<file path="src/rtl/bcd_angle_pkg.sv">
// bcd_angle_pkg
// Shared constants, FSM state type and BCD helper functions for the
// BCD degree setpoint -> encoder count conversion path.
//   COUNTS_PER_REV_D / DEG_PER_REV_D : default scaling constants
//   DEG_W  : width of the binary degree value (0..999)
//   BCD_W  : width of a 3-digit BCD word
//   NUM_W  : width of deg*COUNTS + (DEG-1) for an in-range deg
//   DIV_W  : number of restoring-division steps (one per quotient bit)
package bcd_angle_pkg;

  localparam int COUNTS_PER_REV_D = 1006;
  localparam int DEG_PER_REV_D    = 360;
  localparam int DEG_W            = 10;
  localparam int BCD_W            = 12;
  localparam int NUM_W            = $clog2((DEG_PER_REV_D - 1) * COUNTS_PER_REV_D + DEG_PER_REV_D);
  localparam int DIV_W            = NUM_W;

  typedef enum logic [2:0] {
    IDLE,
    BCD,
    MUL,
    DIV,
    DONE
  } state_t;

  // Reverse double dabble correction: after each right shift any nibble
  // that received a carried-in 1 (value >= 8) is reduced by 3.
  function automatic logic [BCD_W-1:0] dabble_fix(input logic [BCD_W-1:0] v);
    logic [BCD_W-1:0] r;
    r = v;
    for (int unsigned i = 0; i < BCD_W / 4; i++) begin
      if (v[4*i +: 4] >= 4'd8) r[4*i +: 4] = v[4*i +: 4] - 4'd3;
    end
    return r;
  endfunction

  // True when any nibble of a BCD word is not a decimal digit.
  function automatic logic has_bad_digit(input logic [BCD_W-1:0] v);
    logic bad;
    bad = 1'b0;
    for (int unsigned i = 0; i < BCD_W / 4; i++) begin
      if (v[4*i +: 4] > 4'd9) bad = 1'b1;
    end
    return bad;
  endfunction

endpackage

</file>
<file path="src/rtl/bcd_to_angle_bin.sv">
// bcd_to_bin_serial
// Serial reverse double dabble: converts a 3-digit BCD word to binary,
// one bit per clock, BCD_W clocks per conversion.
//   clk     : system clock (rising edge)
//   reset_n : synchronous active-low reset
//   start   : load bcd and begin a conversion (ignored bcd otherwise)
//   bcd     : BCD input word, registered on start
//   done    : high during the final shift cycle; bin is valid from the
//             following cycle and holds until the next start
//   bin     : binary result (value < 1000)
module bcd_to_bin_serial
  import bcd_angle_pkg::*;
(
  input  logic             clk,
  input  logic             reset_n,
  input  logic             start,
  input  logic [BCD_W-1:0] bcd,
  output logic             done,
  output logic [BCD_W-1:0] bin
);

  localparam int STEPS = BCD_W;
  localparam int CNT_W = $clog2(STEPS);

  logic [BCD_W-1:0] sh;
  logic [BCD_W-1:0] acc;
  logic [CNT_W-1:0] cnt;
  logic             active;

  always_ff @(posedge clk) begin
    if (!reset_n) begin
      sh     <= '0;
      acc    <= '0;
      cnt    <= '0;
      active <= 1'b0;
    end else if (start) begin
      sh     <= bcd;
      acc    <= '0;
      cnt    <= '0;
      active <= 1'b1;
    end else if (active) begin
      // {sh, acc} shifts right as one word; the BCD half is then corrected.
      sh  <= dabble_fix({1'b0, sh[BCD_W-1:1]});
      acc <= {sh[0], acc[BCD_W-1:1]};
      cnt <= cnt + 1'b1;
      if (cnt == CNT_W'(STEPS - 1)) active <= 1'b0;
    end
  end

  assign done = active && (cnt == CNT_W'(STEPS - 1));
  assign bin  = acc;

endmodule

</file>
<file path="src/rtl/bcd_to_angle.sv">
// bcd_to_angle
// Converts a 3-digit BCD degree setpoint (0..DEG_PER_REV-1) into the
// smallest encoder count whose forward conversion gives the same degree:
//   angle = ceil(deg * COUNTS_PER_REV / DEG_PER_REV)
// Flow: serial BCD->binary, one multiply cycle, serial restoring division.
// Ports:
//   clk, reset_n         : clock, synchronous active-low reset
//   bcd, in_valid        : request ([11:8] hundreds, [7:4] tens, [3:0] units)
//   in_ready             : idle, request accepted on in_valid && in_ready
//   angle, err           : result count / rejected request (bad digit, range)
//   out_valid, out_ready : result handshake; result held until accepted
// Build option: define BCD_ANGLE_CLAMP_EN to clamp deg >= DEG_PER_REV to
// DEG_PER_REV-1 instead of rejecting it (bad digits are still rejected).
module bcd_to_angle
  import bcd_angle_pkg::*;
#(
  parameter int COUNTS_PER_REV = COUNTS_PER_REV_D,
  parameter int DEG_PER_REV    = DEG_PER_REV_D,
  parameter int ANGLE_W        = 12
) (
  input  logic               clk,
  input  logic               reset_n,
  input  logic [11:0]        bcd,
  input  logic               in_valid,
  output logic               in_ready,
  output logic [ANGLE_W-1:0] angle,
  output logic               err,
  output logic               out_valid,
  input  logic               out_ready
);

  localparam int NUM_BITS  = $clog2((DEG_PER_REV - 1) * COUNTS_PER_REV + DEG_PER_REV);
  localparam int DIV_STEPS = NUM_BITS;
  localparam int REM_W     = $clog2(DEG_PER_REV);
  localparam int TRIAL_W   = REM_W + 1;
  localparam int CNT_W     = $clog2(DIV_STEPS);

  state_t state, state_n;

  logic                accept;
  logic                digit_bad;
  logic                conv_start;
  logic                conv_done;
  logic [BCD_W-1:0]    conv_bin;

  logic                deg_oor;
  logic                range_err;
  logic [DEG_W-1:0]    deg_eff;
  logic [NUM_BITS-1:0] num;

  logic [NUM_BITS-1:0] quo, quo_n;
  logic [REM_W-1:0]    rem, rem_n;
  logic [TRIAL_W-1:0]  trial;
  logic [CNT_W-1:0]    div_cnt;
  logic                div_last;

  assign in_ready   = (state == IDLE);
  assign out_valid  = (state == DONE);
  assign accept     = in_valid && in_ready;
  assign digit_bad  = has_bad_digit(bcd);
  assign conv_start = accept && !digit_bad;

  bcd_to_bin_serial u_conv (
    .clk     (clk),
    .reset_n (reset_n),
    .start   (conv_start),
    .bcd     (bcd),
    .done    (conv_done),
    .bin     (conv_bin)
  );

  // Multiply and one restoring-division step.
  always_comb begin
    deg_oor = (conv_bin >= BCD_W'(DEG_PER_REV));
`ifdef BCD_ANGLE_CLAMP_EN
    deg_eff   = deg_oor ? DEG_W'(DEG_PER_REV - 1) : conv_bin[DEG_W-1:0];
    range_err = 1'b0;
`else
    deg_eff   = conv_bin[DEG_W-1:0];
    range_err = deg_oor;
`endif
    // Adding DEG_PER_REV-1 before the floor division turns it into a ceiling.
    num = NUM_BITS'(deg_eff) * NUM_BITS'(COUNTS_PER_REV) + NUM_BITS'(DEG_PER_REV - 1);

    // quo doubles as dividend shifter: MSB feeds the remainder, quotient
    // bits enter at the LSB.
    trial = {rem, quo[NUM_BITS-1]};
    if (trial >= TRIAL_W'(DEG_PER_REV)) begin
      rem_n = REM_W'(trial - TRIAL_W'(DEG_PER_REV));
      quo_n = {quo[NUM_BITS-2:0], 1'b1};
    end else begin
      rem_n = trial[REM_W-1:0];
      quo_n = {quo[NUM_BITS-2:0], 1'b0};
    end
    div_last = (div_cnt == CNT_W'(DIV_STEPS - 1));
  end

  always_comb begin
    state_n = state;
    unique case (state)
      IDLE: begin
        if (accept) state_n = digit_bad ? DONE : BCD;
      end
      BCD: begin
        if (conv_done) state_n = MUL;
      end
      MUL: begin
        state_n = range_err ? DONE : DIV;
      end
      DIV: begin
        if (div_last) state_n = DONE;
      end
      DONE: begin
        if (out_ready) state_n = IDLE;
      end
      default: state_n = IDLE;
    endcase
  end

  always_ff @(posedge clk) begin
    if (!reset_n) state <= IDLE;
    else          state <= state_n;
  end

  always_ff @(posedge clk) begin
    if (!reset_n) begin
      angle   <= '0;
      err     <= 1'b0;
      quo     <= '0;
      rem     <= '0;
      div_cnt <= '0;
    end else begin
      unique case (state)
        IDLE: begin
          if (accept && digit_bad) begin
            angle <= '0;
            err   <= 1'b1;
          end
        end
        MUL: begin
          quo     <= num;
          rem     <= '0;
          div_cnt <= '0;
          if (range_err) begin
            angle <= '0;
            err   <= 1'b1;
          end
        end
        DIV: begin
          quo     <= quo_n;
          rem     <= rem_n;
          div_cnt <= div_cnt + 1'b1;
          if (div_last) begin
            angle <= quo_n[ANGLE_W-1:0];
            err   <= 1'b0;
          end
        end
        default: ;
      endcase
    end
  end

endmodule

</file>
<file path="config.mk">
export PLATFORM = sky130hd
export DESIGN_NAME = bcd_to_angle
export DESIGN_NICKNAME = d
export VERILOG_FILES = /design/src/rtl/bcd_angle_pkg.sv /design/src/rtl/bcd_to_angle_bin.sv /design/src/rtl/bcd_to_angle.sv
export SDC_FILE = /design/constraint.sdc
export NUM_CORES = 1
export LEC_CHECK = 0
export BUFFER_PORTS_ARGS = -buffer_cell sky130_fd_sc_hd__buf_4
export CAP_MARGIN = 10
export CORE_MARGIN = 3
export CORE_UTILIZATION = 35
export CTS_CLUSTER_DIAMETER = 50
export DETAILED_ROUTE_END_ITERATION = 16
export GPL_TIMING_DRIVEN = 0
export PLACE_DENSITY = 0.58
export SLEW_MARGIN = 20
export SYNTH_ARGS = -nofsm -noshare
export SYNTH_HDL_FRONTEND = slang
export SYNTH_SLANG_ARGS = --single-unit
</file>
<file path="constraint.sdc">
create_clock -name clk -period 6.7 [get_ports clk]
set_clock_uncertainty 0.1 [all_clocks]
set_input_delay 0.335 -clock clk [delete_from_list [all_inputs] [get_ports clk]]
set_output_delay 0.335 -clock clk [all_outputs]
set_load 0.1 [all_outputs]
</file>
==> key figures <==
Run status
  • Status: finished clean

GRT
  • Met3 usage in global routing: between 2 and 2.5%
  • Grt met1 use: a little over a fifth
  • Busiest grt layer: met2
  • Largest net degree at the start of global routing: 15
  • Vias in the first global route: roughly 4700
  • Initial antenna violation count: 0
  • GRT Util Overall: between 10% and 20%
  • Global routing usage on met2: approximately 23%
  • Grt ovf: 0
  • First-pass GRT wire length: about 24000 µm

Floorplanning
  • Core box area: 17400 µm²
  • Die width: between 100 and 150 µm
  • Row cnt: 48
  • IO Pins: 31
  • Die Y: roughly 140 µm
  • Die area: 19400 µm²
  • Initial Util: between 30% and 40%

Timing
  • RSZ-0062 raised after global routing: no
  • Final Max Tran Viols: 0
  • Final setup TNS: 0 ns
  • Final hold violations: 0
  • Max frequency: roughly 180 MHz
  • Final setup vio count: 0
  • Least-Margin Pin Slew: approximately 0.99 ns
  • Minimum clock period: 5.47 ns
  • Tcrit/Tclk final: roughly 82%
  • Slew headroom: roughly a third

Clock network
  • Postcts setup bufs: 0
  • CTS resizes: 0
  • Clock sink count: 78
  • Root Buffer: clkbuf_16
  • CTS tree: yes
  • Reg clk slew, reported paths: approximately 0.060 ns
  • Max Buffers Root-to-Sink: 2
  • TritonCTS buffer count: 9
  • Htree depth: 3
  • Post-CTS Hold Fix Bufs: 0
  • Clock latency on the worst-skew pair: 0.33 ns

Power
  • NetSw: roughly 540 µW
  • Sw Share: 35.7%
  • PD cells: approximately 210 nW/µm²
  • Power, Total: ~1.5 mW
  • Cell Int Power: approximately 960 µW
  • Max IR drop VDD: 0.176 mV
  • Sequential power share: between 30 and 40%
  • Clock power share: about a third
  • Leakage Power: 3.08 nW
  • Combinational power share: between 20% and 30%

Detailed routing
  • Vias/cell: roughly 4.9
  • DR DRC count: 0
  • Antenna Violating Nets Remaining: 0
  • Final WL: ~14000 µm
  • First-pass DRT Iterations: 4
  • Iter 0 DRT Violations: 312
  • Vias: 4868
  • Wirelength per Cell: approximately 14 µm

Final layout
  • Register area: approximately 1600 µm²
  • Area grow syn2layout: 13.3%
  • Fillers: around 1800
  • Fraction of layout cells with a size suffix above 1: roughly 8.6%
  • # diodes: 0
  • Nets: slightly below 900
  • Area of the multi-input gates: between 4000 and 5000 µm²
  • Cell area after layout: roughly 7000 µm²

Setup path
  • Beginning of the critical path: u_conv.bin[2]
  • Reg-to-reg critical path startpoint: u_conv.bin[2]
  • Arr. time, crit path: 5.60 ns
  • Critical path class: reg -> reg
  • CP Data Required Time: roughly 6.8 ns
  • Max FO, Critical Path: 9
  • Worst setup EP type: register
  • Startpoint class of the critical path: register

Yosys
  • Largest area contributor in the netlist: dfxtp_1
  • Post-synth cell types: 64
  • Synth Area per Inst: approximately 8.7 µm²
  • Synthesized netlist cell count: approximately 720
  • Post-synth ARST share: 0%
  • Mapped Nets: 829
  • Seq/Total Area, Yosys: 25.1%
  • Yosys top cell area share: between 20% and 30%
  • Area contributors post-synth: dfxtp_1, fa_1, ha_1
  • Yosys warnings: 0
  • EDFF count, synth: 0
  • Synthesized cell area: between 6000 and 7000 µm²
  • Synth Flop Type: dfxtp_1
  • Post-synthesis sequential element count: just under 80

Placement
  • Post-place instance area: just under 7000 µm²
  • Post-DP HPWL: around 11000 µm
  • Port bufs: 30
  • Gpl congestion: ~0.84

Job
  • Max Cap Viol: 0

Hold path
  • Hold Startpoint: bcd[8]
  • Hold Crit Class: in -> reg
-- placed cells by master (no fill, tap or decap), types with 3 or more instances in the layout --
cell        n
inv_1      87
dfxtp_1    78
nand2_1    65
ha_1       56
nor2_1     40
fa_1       39
buf_4      31
nand3_1    27
clkbuf_1   26
a21boi_0   23
a21oi_1    22
o21ai_0    22
nor2b_1    21
xnor2_1    20
mux2i_1    20
nand2b_1   18
o211ai_1   17
xor2_1     15
o211a_1    14
a22oi_1    10
nor3_1      9
clkbuf_16   9
nand3b_1    7
buf_1       6
o21ai_1     6
nor3b_1     5
a21o_1      5
a31oi_1     4
nand4_1     4
nor4_1      4
and2b_2     3
and3_1      3
-- critical path, stage by stage, from the launching register on --
cell,delay [ns]
dfxtp_1,0.51
inv_1,0.14
fa_1,0.56
fa_1,0.53
inv_1,0.06
fa_1,0.53
inv_1,0.05
fa_1,0.53
inv_1,0.05
ha_1,0.29
buf_6,0.14
a2111oi_4,0.35
o21ai_2,0.14
a2111oi_4,0.38
a311oi_2,0.12
nor4_2,0.38
nand3_1,0.14
xnor2_1,0.29
o21ai_1,0.08
-- final timing paths --
kind | slack, ns | cells past startpoint | to
setup / recovery | 1.23 | 18 | quo[18]
hold / removal | 0.14 | 2 | u_conv.sh[8]
setup reg to reg | 1.23 | 18 | quo[18]
hold reg to reg | 0.37 | 2 | rem[1]
-- synth_stat cells (3+ instances only) --
library cell / n
and3_1: 3
buf_1: 6
nand3b_1: 7
nor2_1: 40
nand3_1: 27
xnor2_1: 20
a21oi_1: 22
a22oi_1: 10
nor3b_1: 5
fa_1: 39
inv_1: 87
clkbuf_1: 26
a21boi_0: 23
nor3_1: 9
o21ai_1: 6
o211ai_1: 17
nand2b_1: 18
and2b_2: 3
o211a_1: 14
a21o_1: 5
nor2b_1: 21
a31oi_1: 4
o21ai_0: 22
nor4_1: 4
nand4_1: 4
dfxtp_1: 78
xor2_1: 15
mux2i_1: 20
nand2_1: 65
ha_1: 56
-- power groups by stage --
stage / registers (mW) / logic (mW) / clock network [mW]
detailed placement: 0.552 / 0.428 / 0
finish: 0.543 / 0.429 / 0.528
global placement: 0.552 / 0.430 / 0
floorplan: 0.564 / 0.297 / 0
global route: 0.549 / 0.466 / 0.554
CTS: 0.542 / 0.430 / 0.539
-- state kept, by name (all words and copies together) (netlist names), 3 cells and up --
name / cells
u_conv.cnt: 4
u_conv.bin: 12
rem: 9
u_conv.sh: 12
quo: 19
angle: 12
div_cnt: 5
state: 3
-- area by class of cell --
cell class	count	share of cell area (%)
sequential	78	22.1
multi-input combinational	518	59.5
buffer	35	2.04
inverter	87	4.62
timing repair buffer	30	3.19
tap	225	3.99
clock inverter	7	1.38
clock buffer	9	3.19
-- routing by layer --
| layer | share of wire, % | up-vias |
|---|---|---|
| met5 | 0 | - |
| met4 | 1.1 | 0 |
| met3 | 2.4 | 10 |
| met2 | 45 | 46 |
| met1 | 52 | 2308 |
| li1 | - | 2504 |
-- cells by family (layout without fill, tap and decap cells) --
group | Yosys count | count (layout) | synth area share, %
buffers and inverters | 122 | 168 | 7.55
DFF | 78 | 78 | 25.1
muxes | 20 | 20 | 3.21
AOI/OAI and AO/OA | 150 | 150 | 17.8
and+or+nand+nor | 218 | 218 | 17.7
xor gates and xnor gates | 35 | 35 | 4.92
adders and majority gates | 95 | 95 | 23.8
-- metrics by stage --
step | worst slack, ns | cells | hold slack, ns | utilization (%)
after floorplan | 1.72 | 718 | 0.341 | -
after global placement | 1.26 | 973 | 0.353 | 38.8
after detailed placement | 1.22 | 973 | 0.359 | 38.8
after CTS | 1.19 | 989 | 0.135 | 40.7
after global routing | 0.851 | 989 | 0.149 | 40.7
final | 1.23 | 989 | 0.143 | 40.7
No activity file was read; power rests on OpenSTA's default activity.
